### src/rtl/pwm_spi_reg_ctrl.sv
// pwm_spi_reg_ctrl: SPI command decoder and shadow/active register scheduler
// for the PWM channel bank. Each CS-framed 6-byte transaction is one register
// read or write. Shadow values move to the active registers only on a PWM
// period boundary, and only after software has armed a commit.
module pwm_spi_reg_ctrl #(
    parameter int NUM_CH = 6,
    parameter int DW     = 32
) (
    input  logic                 CLK,
    input  logic                 RST_N,
    input  logic                 CS,
    input  logic [5:0]           RX_STROBE,
    input  logic [7:0]           RX0,
    input  logic [7:0]           RX2,
    input  logic [7:0]           RX3,
    input  logic [7:0]           RX4,
    input  logic [7:0]           RX5,
    output logic [DW-1:0]        RDATA,
    input  logic                 PERIOD_END,
    output logic [NUM_CH*DW-1:0] DUTY,
    output logic [DW-1:0]        PERIOD,
    output logic                 PWM_EN,
    output logic                 WR_PULSE
);

    // Frame decoder states.
    localparam logic [1:0] ST_IDLE = 2'd0;
    localparam logic [1:0] ST_HDR  = 2'd1;
    localparam logic [1:0] ST_DATA = 2'd2;
    localparam logic [1:0] ST_DONE = 2'd3;

    localparam logic [3:0] ADDR_PERIOD = 4'hE;
    localparam logic [3:0] ADDR_CTRL   = 4'hF;

    // Frame decoder state.
    logic [1:0]    state;
    logic [2:0]    byte_idx;    // next data byte expected while in DATA (2..5)
    logic          cmd_wr;
    logic [3:0]    cmd_addr;
    logic [DW-1:0] data_q;

    // Register file.
    logic [DW-1:0] shadow_duty [NUM_CH];
    logic [DW-1:0] active_duty [NUM_CH];
    logic [DW-1:0] shadow_period;
    logic [DW-1:0] active_period;
    logic          en;
    logic          pending;
    logic          ferr;

    // Decode helpers.
    logic [5:0]    exp_strobe;
    logic          cs_abort;
    logic          bad_strobe;
    logic          frame_start;
    logic          truncated;
    logic          wr_en;
    logic          ctrl_wr;
    logic          arm_commit;
    logic          do_commit;
    logic [DW-1:0] rd_mux;

    // Command bits [6:4] carry no meaning.
    logic rx0_unused;
    assign rx0_unused = ^RX0[6:4];

    // Decode which strobe is legal now and what the incoming strobes mean.
    // NOTE: every signal assigned here gets a default first, so no path leaves it unassigned and no latch is inferred.
    always_comb begin
        exp_strobe = 6'b000000;
        case (state)
            ST_IDLE: exp_strobe = 6'b000001;
            ST_HDR:  exp_strobe = 6'b000010;
            ST_DATA: exp_strobe = 6'b000001 << byte_idx;
            default: exp_strobe = 6'b000000;
        endcase
        // CS is ignored during DONE so a frame that ends with CS rising right
        // after byte 5 still commits its write.
        cs_abort    = CS && (state != ST_DONE);
        truncated   = CS && ((state == ST_HDR) || (state == ST_DATA));
        bad_strobe  = !cs_abort && ((RX_STROBE & ~exp_strobe) != 6'b000000);
        frame_start = !cs_abort && RX_STROBE[0];
        wr_en       = (state == ST_DONE) && cmd_wr;
        ctrl_wr     = wr_en && (cmd_addr == ADDR_CTRL);
        arm_commit  = ctrl_wr && data_q[1];
        // An arming write coinciding with PERIOD_END transfers on that same edge.
        do_commit   = PERIOD_END && (pending || arm_commit);
    end

    // Readback mux, addressed by the command byte arriving this cycle.
    always_comb begin
        rd_mux = '0;
        for (int n = 0; n < NUM_CH; n++) begin
            if (RX0[3:0] == 4'(n)) rd_mux = shadow_duty[n];
        end
        if (RX0[3:0] == ADDR_PERIOD) rd_mux = shadow_period;
        if (RX0[3:0] == ADDR_CTRL)   rd_mux = {{(DW-3){1'b0}}, ferr, pending, en};
    end

    // Frame sequencing: track byte position, latch command and data bytes.
    // NOTE: sequential state uses non-blocking assignments so every flop samples pre-edge values, matching the hardware.
    always_ff @(posedge CLK) begin
        if (!RST_N) begin
            state    <= ST_IDLE;
            byte_idx <= 3'd2;
            cmd_wr   <= 1'b0;
            cmd_addr <= 4'd0;
            data_q   <= '0;
        end else if (cs_abort) begin
            state <= ST_IDLE;
        end else if (frame_start) begin
            // Byte 0 always (re)starts a frame, even mid-frame.
            cmd_wr   <= RX0[7];
            cmd_addr <= RX0[3:0];
            state    <= ST_HDR;
        end else if (bad_strobe) begin
            state <= ST_IDLE;
        end else begin
            case (state)
                ST_HDR: begin
                    if (RX_STROBE[1]) begin
                        state    <= ST_DATA;
                        byte_idx <= 3'd2;
                    end
                end
                ST_DATA: begin
                    if ((RX_STROBE & exp_strobe) != 6'b000000) begin
                        case (byte_idx)
                            3'd2:    data_q[31:24] <= RX2;
                            3'd3:    data_q[23:16] <= RX3;
                            3'd4:    data_q[15:8]  <= RX4;
                            default: data_q[7:0]   <= RX5;
                        endcase
                        if (byte_idx == 3'd5) state <= ST_DONE;
                        else                  byte_idx <= byte_idx + 3'd1;
                    end
                end
                ST_DONE: state <= ST_IDLE;
                default: state <= ST_IDLE;
            endcase
        end
    end

    // Register writes, commit transfer, control flags and readback.
    // NOTE: shadow/active arrays are flops, not RAM, and must read 0 out of reset, so every entry is cleared explicitly.
    always_ff @(posedge CLK) begin
        if (!RST_N) begin
            for (int n = 0; n < NUM_CH; n++) begin
                shadow_duty[n] <= '0;
                active_duty[n] <= '0;
            end
            shadow_period <= '0;
            active_period <= '0;
            en            <= 1'b0;
            pending       <= 1'b0;
            ferr          <= 1'b0;
            RDATA         <= '0;
            WR_PULSE      <= 1'b0;
        end else begin
            for (int n = 0; n < NUM_CH; n++) begin
                if (wr_en && (cmd_addr == 4'(n))) shadow_duty[n] <= data_q;
            end
            if (wr_en && (cmd_addr == ADDR_PERIOD)) shadow_period <= data_q;

            // Transfer sees shadow values from before this edge.
            if (do_commit) begin
                for (int n = 0; n < NUM_CH; n++) active_duty[n] <= shadow_duty[n];
                active_period <= shadow_period;
            end

            if (ctrl_wr) en <= data_q[0];

            if (do_commit)       pending <= 1'b0;
            else if (arm_commit) pending <= 1'b1;

            // A new error wins over a same-cycle clear so no error is lost.
            if (bad_strobe || truncated)  ferr <= 1'b1;
            else if (ctrl_wr && data_q[2]) ferr <= 1'b0;

            if (frame_start) RDATA <= rd_mux;

            WR_PULSE <= wr_en;
        end
    end

    // Flatten the active duty registers onto the output bus.
    for (genvar n = 0; n < NUM_CH; n++) begin : g_duty
        assign DUTY[n*DW +: DW] = active_duty[n];
    end

    assign PERIOD = active_period;
    assign PWM_EN = en;

endmodule

### config.mk
export PLATFORM = sky130hd
export DESIGN_NAME = pwm_spi_reg_ctrl
export DESIGN_NICKNAME = d
export VERILOG_FILES = /design/src/rtl/pwm_spi_reg_ctrl.sv
export SDC_FILE = /design/constraint.sdc
export NUM_CORES = 1
export LEC_CHECK = 0
export BUFFER_PORTS_ARGS = -buffer_cell sky130_fd_sc_hd__buf_2
export CAP_MARGIN = 20
export CORE_MARGIN = 2
export CORE_UTILIZATION = 52
export DETAILED_ROUTE_END_ITERATION = 7
export GPL_ROUTABILITY_DRIVEN = 1
export PLACE_DENSITY = 0.86
export SETUP_SLACK_MARGIN = 0.5
export SLEW_MARGIN = 20
export SYNTH_ARGS = -nofsm -noshare
export SYNTH_HDL_FRONTEND = slang
export SYNTH_SLANG_ARGS = --single-unit
### constraint.sdc
create_clock -name CLK -period 6.2 [get_ports CLK]
set_clock_uncertainty 0.2 [all_clocks]
set_input_delay 0.31 -clock CLK [delete_from_list [all_inputs] [get_ports CLK]]
set_output_delay 0.31 -clock CLK [all_outputs]
set_load 0.02 [all_outputs]
---- Yosys cells after proc, flatten, opt, wreduce, memory -nomap -nowiden ----
Memories as Yosys holds them, arrays and structs flattened.
Cells that the tools add are included.
operators by class
  add/subtract/negate cells ............... 1
  equality and inequality tests ........... 29
  shift-type cells ........................ 1
  muxes and demuxes ....................... 55
  bitwise operators ....................... 20
  reductions and logical operators ........ 39
operator list
  kind                                                                      count
  32-bit 2-to-1 mux                                                         20
  1-bit 2-to-1 mux                                                          26
  6-bit AND reduction                                                       4
  6-bit case mux with 3 select lines                                        1
  4-bit by 2-bit equality test with 1-bit output (second input constant)    4
  4-bit by 3-bit equality test with 1-bit output (second input constant)    4
  4-bit equality test (second input constant)                               4
  1-bit logical AND                                                         16
  6-bit bitwise AND                                                         2
  1-bit bitwise OR                                                          12
  6-bit nonzero test                                                        2
  3-bit 2-to-1 mux                                                          3
  4-bit by 1-bit equality test with 1-bit output (second input constant)    2
  4-bit logical NOT                                                         2
  4-bit by 3-bit inequality test with 1-bit output (second input constant)  2
  7-bit AND reduction                                                       1
  3-bit by 2-bit equality test with 1-bit output (second input constant)    2
  3-bit equality test (second input constant)                               2
  2-bit 2-to-1 mux                                                          3
  2-bit inequality test (second input constant)                             3
  6-bit inverter                                                            1
  3-bit case mux with 2 select lines                                        1
  3-bit AND reduction                                                       2
  1-bit by 3-bit left shift with 6-bit output (first input constant)        1
  other kinds (15)                                                          25
word-level totals
  register bits ........................... 142
  bits in writable memories ............... 384
  bits of input ports ..................... 50
  output and inout bits ................... 258
  word-level logic and storage cells ...... 163
  memories ................................ 2
memories
  name         words  bits a word  read ports  clocked after Yosys merged registers in  wr ports  RTL line  RTL
  active_duty  6      32           6           0                                        6         44        logic [DW-1:0] active_duty [NUM_CH];
  shadow_duty  6      32           6           0                                        6         43        logic [DW-1:0] shadow_duty [NUM_CH];

---- Longest topological paths before layout ----
  depth after elaboration ................. 10
  mapped depth ............................ 9
  depth with buffers taken out ............ 7

---- Worst setup path after synthesis ----
Ideal clock, no wire load.
  kind .................................... register -> register
  start ................................... reg state[0]
  end ..................................... mem active_duty[0][0], enable pin
  arrival ................................. 4,879 ps
  setup slack ............................. -415 ps
  stages on the path, launching flop included .. 8
  path buffers ............................ 2
  clock period less this slack ............ 6,615 ps
  cells stage by stage .................... dfxtp_1 -> ha_1 -> and3_1 -> a41oi_1 -> nand2b_1 -> clkbuf_1 -> clkbuf_1 -> nand2_1
RTL lines
  what                    RTL line  RTL
  start, declared         36        logic [1:0] state;
  start signal, assigned  104       state <= ST_IDLE;
  start signal, assigned  110       state <= ST_IDLE;
  start signal, assigned  115       state <= ST_HDR;
  end, declared           44

==> reports/results.txt <==
first-pass GRT wire length -> 90,560 um
Yosys reg bits -> 526
die area -> 42,850 um2
# nets final -> 2,088
RSZ-0062 raised after global routing -> no
Distinct cells, synth -> 55
fin crit period -> 3277 ps
area occupied by registers -> 14,370 um2
Core Area -> 40,740 um2
final setup fails -> 0
setup_tns -> 0 ps
f_max -> 305.1 MHz
slew margin rel. -> 25.21%
CP max FO -> 53
antenna violations before repair -> 0
number of synthesized flops with an enable pin -> 384
CTS buffer count -> 52
mapped cell area -> 21,430 um2
Detail Route Antenna Nets -> 0
PortBufs -> 304
Total Routing Usage GR -> 27.38%
Yosys top cell by area -> edfxtp_1
Clock Sinks -> 526
CP required -> 6230 ps
fin crit share -> 52.86%
Fillers -> 3,021
startpoint types -> flip-flop
total gr overflow -> 0
vias -> 15,400
PwrDens -> 294.3 nW/um2
hold depth -> 5
final WL -> 59,940 um
Clock transition at path regs -> 60 ps
Resize count post-CTS -> 0
CP Capture Type -> flip-flop
Synth Instances -> 1,738
Hold Path Class -> in -> reg
Area Overhead vs Synth -> 20.15%
vias per inst -> 5.915
worst-case clock buffer depth -> 3
wire per inst -> 23.03 um
multi-input logic area -> 6548 um2
min-delay src -> RX_STROBE[3]
post-synthesis net count -> 1,797
most area-consuming cells after synthesis -> edfxtp_1 (54%), dfxtp_1 (13%), and2_1 (5.7%), and3_1 (5.6%), nand2_1 (4.4%)
Ports -> 308
Antenna Cells -> 0
vias in the first global route -> 14,930
run status -> completed
post-CTS setup buffers -> 0
initial drt markers -> 2,001
Hold Vio Cnt, Final -> 0
total power -> 7579 uW
worst slew pin tran -> 1119 ps
Die Wd -> 207.0 um
CTS tree -> built
DRC -> 0
Syn. warnings -> 0
RePlAce Congestion -> 0.9025
Most used DFF post-synth -> edfxtp_1
first-pass detailed-route iteration total -> 7
HPWL Detailed -> 40,080 um
Arr. time, crit path -> 3310 ps
Starting Density -> 52.60%
Max Cap Viol -> 0
Synth top area share -> 53.81%
Crit. Startpoint -> state[0]$_SDFFE_PP0P_
ys async rst share -> 0%
height of the die -> 207.0 um
Worst Reg-to-Reg Cells -> 6
Clock Latency Late Sink -> 600 ps
RR Startpoint -> state[0]$_SDFFE_PP0P_
worst vdd ir -> 0.1807 mV
Lkg Pwr -> 0.01057 uW
Setup Crit Path Kind -> reg -> reg
share of post-route cells with drive strength above 1 -> 22.26%
hold_buf cts -> 39
Synth Area per Inst -> 12.33 um2
Final Max Slew Viols -> 0
H-tree lvl count -> 2
sequential fraction of the synthesis area -> 67.07%
largest net degree at the start of global routing -> 152
number of cell rows -> 74
CTS Root Cell -> clkbuf_16
-- metal layers --
layer | track usage, % | routed length, um | up-vias
li1 | - | - | 6900
met1 | 38.75 | 24020 | 7480
met2 | 42.36 | 27910 | 899
met3 | 5.534 | 6145 | 117
met4 | 9.581 | 1870 | 0
met5 | 0 | 0 | -
-- flip-flops by register name, summed over array words and instances (netlist names), 2 cells and up --
name	cells
cmd_addr	4
RDATA	32
shadow_duty	192
shadow_period	32
data_q	32
byte_idx	3
active_duty	192
PERIOD	32
state	2
-- power by group --
group	total (uW)	leakage, uW	switching, uW	internal [uW]
clock network	3250	0.000858	1340	1910
logic	401	0.00468	278	122
registers	3920	0.00503	55.9	3870
-- stage by stage --
step,cells,instance area [um2],setup WS [ps],hold slack (ps),utilization (%)
after global placement,2462,23430,2524,236.7,57.52
after detailed placement,2466,23530,2440,242.7,57.76
final,2603,25750,2923,48.34,63.20
after global routing,2603,25750,2737,56.16,63.20
after floorplan,1738,21430,1538,241.9,-
after CTS,2601,25680,2398,5.488,63.05
-- layout make-up --
type / instances / area share (%)
Inverter: 34 / 0.4957
Tap cell: 532 / 2.585
Clock buffer: 66 / 5.501
Timing Repair Buffer: 376 / 8.815
Sequential cell: 526 / 55.82
Clock inverter: 30 / 1.351
Multi-Input combinational cell: 1039 / 25.43
-- Yosys cell counts (2+ instances only) --
library cell,count
nor4_1,12
and3_1,193
a222oi_1,22
buf_1,3
a21oi_1,82
a221oi_1,21
nor4b_1,2
o221ai_1,20
nor2_1,39
dfxtp_1,142
a21bo_1,2
nor4_4,4
buf_6,3
o41ai_1,2
a211oi_1,10
and2_1,195
o21ai_0,30
ha_1,9
nor4bb_1,3
mux4_2,9
edfxtp_1,384
clkbuf_1,132
nor2b_1,4
nor3_1,3
nand3b_1,3
nand2_1,252
or4bb_1,2
o211ai_1,3
nand4b_1,2
nor3b_1,5
nand2b_1,5
o32a_1,2
mux2_2,3
or2_2,2
inv_1,33
nand3_1,9
o31ai_1,10
o311ai_0,2
a22oi_1,24
nand4_1,3
mux2i_1,37
a2bb2oi_1,2
-- worst max-delay path, stage by stage (launching register included) --
cell and delay [ps]:
dfxtp_1 440, ha_1 420, and3_1 300, a41oi_1 230
nand2b_1 320, nand2_8 370, buf_4 560
-- worst paths after layout --
| path | slack, ps | endpoint |
|---|---|---|
| min | 50 | state[1]$_SDFFE_PP0P_ |
| min reg2reg | 250 | PERIOD[6]$_SDFFE_PN0P_ |
| max | 2920 | active_duty[3][23]$_SDFFCE_PN0P_ |
| max reg2reg | 2920 | active_duty[3][23]$_SDFFCE_PN0P_ |
-- kinds of logic after synthesis --
logic type	share of synthesized area, %
compound gates	7.596
fa+ha+maj	0.5255
buf+inv	3.141
flops	67.07
mux	2.832
simple gates	18.83
-- cell usage in the layout (no fill, tap or decap), types with 4 or more instances in the layout --
| cell | count |
|---|---|
| a211oi_1 | 10 |
| nor4_1 | 10 |
| mux4_2 | 9 |
| dlygate4sd3_1 | 39 |
| clkinv_2 | 10 |
| a222oi_1 | 22 |
| ha_1 | 9 |
| nor2_1 | 35 |
| clkinv_1 | 5 |
| nand3_1 | 9 |
| and2_1 | 195 |
| edfxtp_1 | 384 |
| buf_4 | 27 |
| bufinv_16 | 7 |
| clkbuf_8 | 4 |
| o21ai_0 | 25 |
| a21oi_1 | 82 |
| buf_2 | 303 |
| clkinvlp_4 | 5 |
| buf_16 | 5 |
| clkbuf_16 | 53 |
| inv_1 | 32 |
| a221oi_1 | 21 |
| nand2_1 | 251 |
| nand2b_1 | 5 |
| o31ai_1 | 10 |
| o21ai_4 | 5 |
| a22oi_1 | 24 |
| and3_1 | 193 |
| clkbuf_1 | 8 |
| dfxtp_1 | 142 |
| o221ai_1 | 20 |
| mux2i_1 | 37 |
| nor4_4 | 5 |
| nor3b_1 | 5 |
Note: power is estimated with default switching activity, not from simulation.
